File: src/rtl/debounce_pkg.sv
// -----------------------------------------------------------------------------
// debounce_pkg
//
// Shared definitions for the push-button conditioning stage that feeds the
// sequence-generator FSM's x input.
//
// Contents:
//   - Default values for the synchronizer depth, the debounce length and the
//     stability counter width.
//   - The 2-bit debounce FSM state encoding.
//
// Configuration macro used by the consumers of this package:
//   DEBOUNCE_RELEASE_PULSE_EN - when defined, btn_debounce_fsm drives a
//                               one-cycle x_release pulse on an accepted 1->0
//                               change; otherwise x_release is tied to 0.
// -----------------------------------------------------------------------------
package debounce_pkg;

  // Default number of synchronizer flops on the raw input (legal 2..4).
  localparam int unsigned SYNC_STAGES_DEF     = 2;
  // Default number of consecutive stable samples needed to accept a change.
  localparam int unsigned DEBOUNCE_CYCLES_DEF = 4;
  // Default width of the stability counter.
  localparam int unsigned CNT_W_DEF           = 8;

  // Debounce FSM states. The IDLE_* states hold an accepted level; the WAIT_*
  // states are qualifying a candidate change towards the named level.
  typedef enum logic [1:0] {
    IDLE_LO = 2'd0,
    WAIT_HI = 2'd1,
    IDLE_HI = 2'd2,
    WAIT_LO = 2'd3
  } state_e;

endpackage : debounce_pkg

File: src/rtl/btn_sync.sv
// -----------------------------------------------------------------------------
// btn_sync
//
// Multi-flop synchronizer for a single asynchronous input. The raw level is
// shifted through STAGES flops; only the last one is presented to the rest of
// the clock domain. Reusable for any other raw input in the design.
//
// Parameters:
//   STAGES  number of flops in the chain (legal 2..4)
//
// Ports:
//   clk     input  system clock, rising-edge active
//   reset   input  asynchronous, active-high reset; clears the whole chain
//   d       input  raw asynchronous level
//   q       output synchronized level (last flop of the chain)
// -----------------------------------------------------------------------------
module btn_sync #(
  parameter int unsigned STAGES = 2
) (
  input  logic clk,
  input  logic reset,
  input  logic d,
  output logic q
);

  logic [STAGES-1:0] sync_q;
  logic [STAGES-1:0] sync_d;

  // Bit 0 captures the raw input; every later bit takes its predecessor.
  always_comb begin
    sync_d = {sync_q[STAGES-2:0], d};
  end

  // NOTE: registers are updated with non-blocking assignments so every flop in
  // the chain samples the value its predecessor held before this edge; a
  // blocking update would collapse the chain into a single stage.
  always_ff @(posedge clk or posedge reset) begin
    if (reset) begin
      sync_q <= '0;
    end else begin
      sync_q <= sync_d;
    end
  end

  assign q = sync_q[STAGES-1];

endmodule : btn_sync

File: src/rtl/btn_debounce_fsm.sv
// -----------------------------------------------------------------------------
// btn_debounce_fsm
//
// Conditions a raw, bouncing push-button/switch into a clean clk-synchronous
// level (x_level) for the downstream sequence-generator FSM, plus one-cycle
// pulses on accepted edges.
//
// Structure:
//   btn_raw -> btn_sync (SYNC_STAGES flops) -> sync_q -> 4-state debounce FSM
//   with a stability counter -> registered x_level / x_press / x_release.
//
// A candidate level change is accepted only after DEBOUNCE_CYCLES consecutive
// samples of the new level at sync_q. x_level therefore moves on edge
// SYNC_STAGES + DEBOUNCE_CYCLES after the first edge that samples the new raw
// level. Any sample of the old level while waiting abandons the candidate.
//
// Parameters:
//   SYNC_STAGES      synchronizer depth (legal 2..4)
//   DEBOUNCE_CYCLES  stable samples needed to accept (legal 2..2**CNT_W-1)
//   CNT_W            stability counter width
//
// Ports:
//   clk        input  system clock, rising-edge active
//   reset      input  asynchronous, active-high reset
//   btn_raw    input  raw asynchronous button/switch level
//   x_level    output debounced, synchronized level
//   x_press    output one-clk pulse on an accepted 0->1 change
//   x_release  output one-clk pulse on an accepted 1->0 change
//
// Configuration macro:
//   DEBOUNCE_RELEASE_PULSE_EN - defined: x_release pulses on the same edge that
//   x_level falls. Undefined: x_release is constant 0. State transitions and
//   x_level are identical in both builds.
// -----------------------------------------------------------------------------
module btn_debounce_fsm
  import debounce_pkg::*;
#(
  parameter int unsigned SYNC_STAGES     = SYNC_STAGES_DEF,
  parameter int unsigned DEBOUNCE_CYCLES = DEBOUNCE_CYCLES_DEF,
  parameter int unsigned CNT_W           = CNT_W_DEF
) (
  input  logic clk,
  input  logic reset,
  input  logic btn_raw,
  output logic x_level,
  output logic x_press,
  output logic x_release
);

  // Terminal count: the counter holds the number of stable samples already
  // seen minus the one being evaluated, so acceptance happens at N-1.
  localparam logic [CNT_W-1:0] CNT_LAST = CNT_W'(DEBOUNCE_CYCLES - 1);
  localparam logic [CNT_W-1:0] CNT_ONE  = CNT_W'(1);

  // ---------------------------------------------------------------------------
  // Synchronizer: the only consumer of btn_raw.
  // ---------------------------------------------------------------------------
  logic sync_q;

  btn_sync #(
    .STAGES (SYNC_STAGES)
  ) u_btn_sync (
    .clk   (clk),
    .reset (reset),
    .d     (btn_raw),
    .q     (sync_q)
  );

  // ---------------------------------------------------------------------------
  // FSM / counter / output registers
  // ---------------------------------------------------------------------------
  state_e           state_q,   state_d;
  logic [CNT_W-1:0] cnt_q,     cnt_d;
  logic             x_level_q, x_level_d;
  logic             x_press_q, x_press_d;

  // Acceptance conditions, shared by the next-state and output processes so
  // the level, the pulse and the state change can never disagree.
  logic accept_hi;
  logic accept_lo;

  assign accept_hi = (state_q == WAIT_HI) &&  sync_q && (cnt_q == CNT_LAST);
  assign accept_lo = (state_q == WAIT_LO) && !sync_q && (cnt_q == CNT_LAST);

  // State register (process 1 of 3). A reset in the middle of a WAIT state
  // simply drops the candidate: no pulse is ever generated from reset.
  always_ff @(posedge clk or posedge reset) begin
    if (reset) begin
      state_q   <= IDLE_LO;
      cnt_q     <= '0;
      x_level_q <= 1'b0;
      x_press_q <= 1'b0;
    end else begin
      state_q   <= state_d;
      cnt_q     <= cnt_d;
      x_level_q <= x_level_d;
      x_press_q <= x_press_d;
    end
  end

  // Next-state and counter logic (process 2 of 3). The counter is cleared on
  // every transition and only advances while a WAIT state is still short of
  // the terminal count, so it can neither exceed CNT_LAST nor wrap.
  always_comb begin
    // NOTE: every variable assigned in this block gets a default first, so no
    // path through the case statement can leave one unassigned and infer a
    // latch.
    state_d = state_q;
    cnt_d   = '0;

    case (state_q)
      IDLE_LO: begin
        if (sync_q) begin
          state_d = WAIT_HI;
          cnt_d   = CNT_ONE;
        end
      end

      WAIT_HI: begin
        if (!sync_q) begin
          state_d = IDLE_LO;          // glitch rejected
        end else if (accept_hi) begin
          state_d = IDLE_HI;
        end else begin
          cnt_d   = cnt_q + CNT_ONE;
        end
      end

      IDLE_HI: begin
        if (!sync_q) begin
          state_d = WAIT_LO;
          cnt_d   = CNT_ONE;
        end
      end

      WAIT_LO: begin
        if (sync_q) begin
          state_d = IDLE_HI;          // glitch rejected
        end else if (accept_lo) begin
          state_d = IDLE_LO;
        end else begin
          cnt_d   = cnt_q + CNT_ONE;
        end
      end

      default: begin
        state_d = IDLE_LO;
      end
    endcase
  end

  // Output logic (process 3 of 3). x_level only moves on an acceptance; the
  // pulses default to 0 so they last exactly one cycle.
  always_comb begin
    x_level_d = x_level_q;
    x_press_d = 1'b0;

    case (state_q)
      IDLE_LO, IDLE_HI: begin
        x_level_d = x_level_q;
      end

      WAIT_HI: begin
        if (accept_hi) begin
          x_level_d = 1'b1;
          x_press_d = 1'b1;
        end
      end

      WAIT_LO: begin
        if (accept_lo) begin
          x_level_d = 1'b0;
        end
      end

      default: begin
        // Unreachable with a fully decoded 2-bit state, but recover to a
        // quiet output alongside the return to IDLE_LO.
        x_level_d = 1'b0;
        x_press_d = 1'b0;
      end
    endcase
  end

`ifdef DEBOUNCE_RELEASE_PULSE_EN
  // Release pulse: registered alongside x_level so it rises on the same edge
  // that x_level falls.
  logic x_release_q;
  logic x_release_d;

  always_comb begin
    x_release_d = accept_lo;
  end

  always_ff @(posedge clk or posedge reset) begin
    if (reset) begin
      x_release_q <= 1'b0;
    end else begin
      x_release_q <= x_release_d;
    end
  end

  assign x_release = x_release_q;
`else
  assign x_release = 1'b0;
`endif

  assign x_level = x_level_q;
  assign x_press = x_press_q;

endmodule : btn_debounce_fsm

File: config.mk
export PLATFORM = sky130hd
export DESIGN_NAME = btn_debounce_fsm
export DESIGN_NICKNAME = d
export VERILOG_FILES = /design/src/rtl/debounce_pkg.sv /design/src/rtl/btn_sync.sv /design/src/rtl/btn_debounce_fsm.sv
export SDC_FILE = /design/constraint.sdc
export NUM_CORES = 1
export LEC_CHECK = 0
export CAP_MARGIN = 5
export CORE_AREA = 2 2 39 41
export CTS_CLUSTER_DIAMETER = 120
export DETAILED_ROUTE_END_ITERATION = 12
export DIE_AREA = 0 0 41 43
export GPL_TIMING_DRIVEN = 0
export PLACE_DENSITY = 0.74
export SLEW_MARGIN = 20
export SYNTH_ARGS = -nofsm -noshare
export SYNTH_HDL_FRONTEND = slang
export SYNTH_SLANG_ARGS = --single-unit
File: constraint.sdc
create_clock -name clk -period 1.9 [get_ports clk]
set_input_delay 0.57 -clock clk [delete_from_list [all_inputs] [get_ports clk]]
set_output_delay 0.57 -clock clk [all_outputs]
set_load 0.02 [all_outputs]
; After elaboration in Yosys (flattened, before gate mapping)
; Index checks and enable logic that the tools add are counted.
[totals]
elab_cells = 45
register_bits = 14
[op_classes]
n_addsub = 1
mux = 19
reduce_logical = 9
bitwise_logic = 1
eq_ne = 10
[ops]
columns = op, count
row1 = 8-bit two-way mux, 4
row2 = 8-bit case mux with 4 select lines, 1
row3 = 2-bit two-way mux, 6
row4 = 8-bit by 1-bit adder with 8-bit output (second input constant), 1
row5 = 8-bit by 2-bit == test with 1-bit output (second input constant), 1
row6 = 2-bit case mux with 4 select lines, 1
row7 = 1-bit two-way mux, 6
row8 = 2-bit != test (second input constant), 3
row9 = 2-bit == test (second input constant), 2
row10 = 1-bit logical AND, 4
row11 = 4-bit AND reduction, 1
row12 = 3-bit by 2-bit != test with 1-bit output (second input constant), 1
row13 = 3-bit != test (second input constant), 1
row14 = 3-bit AND reduction, 1
row15 = 2-bit by 1-bit == test with 1-bit output (second input constant), 1
row16 = 2-bit logical NOT, 1
row17 = 2-bit by 1-bit != test with 1-bit output (second input constant), 1
row18 = 1-bit case mux with 2 select lines, 1
row19 = 2-bit OR reduction, 1
row20 = 1-bit logical NOT, 1
row21 = 1-bit inverter, 1

; Longest topological paths before layout
; Gate-level depths: netlist of run 1.
[depth]
ltp_word = 6
ltp_mapped = 4

; Modules after synthesis
; From an unflattened synthesis of run 1, not the netlist that was laid out.
[hier_totals]
cells_unflattened = 64
area_unflattened_um2 = 674.4
[by_module_without_submodules]
columns = mod, cells_each, seq_area_each_um2, area_per_inst_um2, n_inst
row1 = btn_debounce_fsm, 61, 300.3, 620.6, 1
row2 = btn_sync, 3, 50.0, 53.8, 1

; Worst setup path before layout of run 1
; OpenSTA, ideal clock, no wires.
[synth_path]
path_type = register -> register
from = register cnt_q[0]
to = register x_level_q, in the netlist x_level
required_time_ns = 1.769
stages_incl_launch_ff = 5
setup_slack_ns = 0.375
path_buffers = 0
arrival_time_ns = 1.394
cell_sequence = dfrtp_1 ha_1 nor4b_1 a21boi_0 or3_1
[synth_via]
elab_chain_len = 4
word_cells_on_any_way = 6
cone_classes = 3 x eq/ne / 3 x reduce/logical
[synth_rtl]
columns = item, line_no
row1 = "start, declared", btn_debounce_fsm.sv:73  ; logic [CNT_W-1:0] cnt_q, cnt_d;
row2 = "start signal, assigned", btn_debounce_fsm.sv:95  ; cnt_q <= cnt_d;
row3 = 8-bit by 2-bit == test with 1-bit output *, "btn_debounce_fsm.sv:82, btn_debounce_fsm.sv:83"
row4 = "1-bit logical AND, on equally long branches", "btn_debounce_fsm.sv:83, btn_debounce_fsm.sv:82"
row5 = 2-bit != test (no source line), n/a
row6 = 3-bit AND reduction (no source line) *, n/a
row7 = "end signal, assigned", btn_debounce_fsm.sv:96  ; x_level_q <= x_level_d;
row8 = "end, declared", btn_debounce_fsm.sv:74  ; logic x_level_q, x_level_d;
; Every way passes the cells marked *; elsewhere a longest branch is shown, timed or not.
; A chain may end at the register's enable or synchronous reset.

; Worst setup path after layout of run 1
[layout_path]
from = register x_level_q, in the netlist x_level
to = output port x_level
[layout_lines]
columns = item, line_no
row1 = "end, declared", btn_debounce_fsm.sv:45  ; output logic x_level,
; No word-level cell between the ends.

==> metrics.cfg, run 1 <==
[floorplan]
rows = 14
die_w_um = 41
coreArea_um2 = 1380
dieHeight_um = 43
die_area_um2 = 1760
start_util = 0.469
boundaryPins = 6

[worst_hold_path]
hold_class = register to register

[clock_network]
clockBufferDepth = 2
cts_max_level = 1
clock_latency_ns = 0.27
cts_buffers = 3
path_clk_slew_ns = 0.08
root_buffer = clkbuf_4
cts.sinks = 14
cts_tree = built
cts_setup_buffers = 0
ctsHoldBuffers = 0

[grt]
grt_max_degree = 15
grt_pass1_vias = 455
grt_usage = 0.161
antenna_found_initial = 0
grt-ovfl-total = 0
grt_pass1_wl_um = 1890

[placement]
portBuffers = 4
routabilityCongestion = 0.792
dpl_cell_area_um2 = 709
post-dp-hpwl_um = 826

[route]
via_per_inst = 5.72
ant_nets = 0
wl_per_cell_um = 13.5
routed_wl_um = 1110
drc_errors = 0
drtPass1Iterations = 4
vias = 469
drt_iter0_drc = 12

[synthesis]
async_flop_share = 1.00
avgSynthCellArea_um2 = 11.2
synthCells = 58
synth-seq-cells = 14
ys_types = 26
synth_area_um2 = 649
synthFlopType = dfrtp_1
ys_warn_count = 0
yosysSeqAreaShare = 0.539
synth-edff-count = 0
synth_nets = 62

[sta]
fmax_mhz = 539
worst_pin_slew_ns = 0.512
fin_skew_ns = 0.00544
drv_slew = 0
fin_crit_ns = 1.85
hold_viol_final = 0
rsz0062_at_grt = no
setup-tns-final_ns = 0
slew_headroom = 0.659
period_share = 0.976
setup_violations = 0

[worst_setup_path]
start_kind = register
critical_path_class = register to output port
cp_top_family = buffers and inverters
crit_required_ns = 1.33
cp_slowest_cell = clkdlybuf4s50_1
path_cells = clkdlybuf4s50_1
end_kind = output port
max_stage_delay_ns = 0.62
critPathMaxFanout = 3
cp_data_arrival_time_ns = 1.28
path_buf_inv = 1

[finish]
final_cell_mix = dfrtp_1 (14), a21oi_1 (4), clkdlybuf4s50_1 (4)
stdcell_area_um2 = 752
drive_gt1_frac = 0.121
final_common_cell = dfrtp_1
num_antenna_cells = 0
nets = 71
syn_to_final_growth_pct = 15.8

[run]
max-cap-violations = 0

[power_and_ir_drop]
swShare = 0.303
p_int_w = 0.000551
p_leak_nw = 0.308
clock_power_share = 0.260
max-vdd-ir-drop_uv = 615
power.density_nw_per_um2 = 1050
seqPwrFrac = 0.497
switchingPower_w = 0.000240
power_frac_comb = 0.243

[outcome]
status = complete, no violations

## area by class of cell
type | count | area [um2]
fill | 129 | 632
buffer | 1 | 7.51
sequential | 14 | 350
multi-input combinational | 41 | 290
clock buffer | 4 | 36.3
tap | 16 | 20.0
inverter | 2 | 7.51
timing repair buffer | 4 | 40.0
## cells by family (layout without fill, tap and decap cells)
logic type               Yosys count  in the layout  synth area share
AND/OR/NAND/NOR                   22             22             0.235
flip-flops                        14             14             0.540
AO/OA/AOI/OAI                     13             13             0.123
XOR/XNOR                           4              4            0.0540
buffers and inverters              3             11            0.0231
adder cells (fa/ha/maj)            1              1            0.0193
other                              1              1           0.00577
## power by group through the flow
stage,Combinational (W),Clock (W),Sequential [W]
3_3_place_gp,0.000189,0,0.000398
3_5_place_dp,0.000193,0,0.000399
4_1_cts,0.000192,0.000212,0.000392
2_1_floorplan,0.000155,0,0.000390
5_1_grt,0.000221,0.000227,0.000401
6_report,0.000192,0.000205,0.000393
## flip-flops by register name (all words and copies together) (netlist names), named ones only
signal,cells
state_q,1
u_btn_sync.sync_q,2
x_press,1
x_level,1
cnt_q,8
## synthesized netlist by cell type (all sizes together), types with 2 or more instances
cell type  instances  share of area
nor2               2          0.012
dfrtp             14           0.54
a21boi             2          0.023
xnor2              2          0.027
a21oi              4          0.031
nand3              3          0.023
o21ai              3          0.023
xor2               2          0.027
nor3               2          0.015
inv                2          0.012
nand2              3          0.017
o31ai              2          0.023
nor4b              2          0.027
or3                3          0.029
or4b               2          0.037
## path summary, 6_finish.rpt
check	from	end	slack, ns	cells after the start
setup reg to reg	cnt_q[0]	x_level	0.30	4
setup / recovery	x_level	x_level	0.05	1
hold / removal	u_btn_sync.sync_q[0]	u_btn_sync.sync_q[1]	0.36	0
max in group asynchronous	reset	cnt_q[2]	0.93	2
hold reg to reg	u_btn_sync.sync_q[0]	u_btn_sync.sync_q[1]	0.36	0
min in group asynchronous	reset	u_btn_sync.sync_q[1]	0.62	2
## stage by stage
step	hold WS [ns]	instances	power [W]	worst slack, ns	utilization
after CTS	0.356	82	0.000796	0.0337	0.539
after global routing	0.373	82	0.000848	0.00571	0.543
final	0.357	82	0.000791	0.0460	0.543
after global placement	0.333	78	0.000587	0.168	0.513
after floorplan	0.331	58	0.000545	0.375	-
after detailed placement	0.336	78	0.000592	0.163	0.513
## layer usage
| metal | track usage | share of wire | vias up |
|---|---|---|---|
| met4 | 0.100 | 0.013 | 0 |
| met2 | 0.256 | 0.52 | 7 |
| met1 | 0.196 | 0.45 | 234 |
| li1 | - | - | 226 |
| met5 | 0 | 0 | - |
| met3 | 0.0157 | 0.014 | 2 |
## what timing repair did
item,in CTS,in global routing
resized for setup,0,1
endpoints found under the hold margin,0,0
endpoints found under the setup margin,0,1
No activity file was read; power rests on OpenSTA's default activity.
==> run 2: changes to the inputs <==
--- a/config.mk
+++ b/config.mk
@@ -11,6 +11,7 @@
 export DETAILED_ROUTE_END_ITERATION = 12
 export DIE_AREA = 0 0 41 43
 export GPL_TIMING_DRIVEN = 0
+export HOLD_SLACK_MARGIN = 0.02
 export PLACE_DENSITY = 0.74
 export SLEW_MARGIN = 20
 export SYNTH_ARGS = -nofsm -noshare
==> results of run 2 <==
Final layout, timing and power as in run 1 (identical DEF).
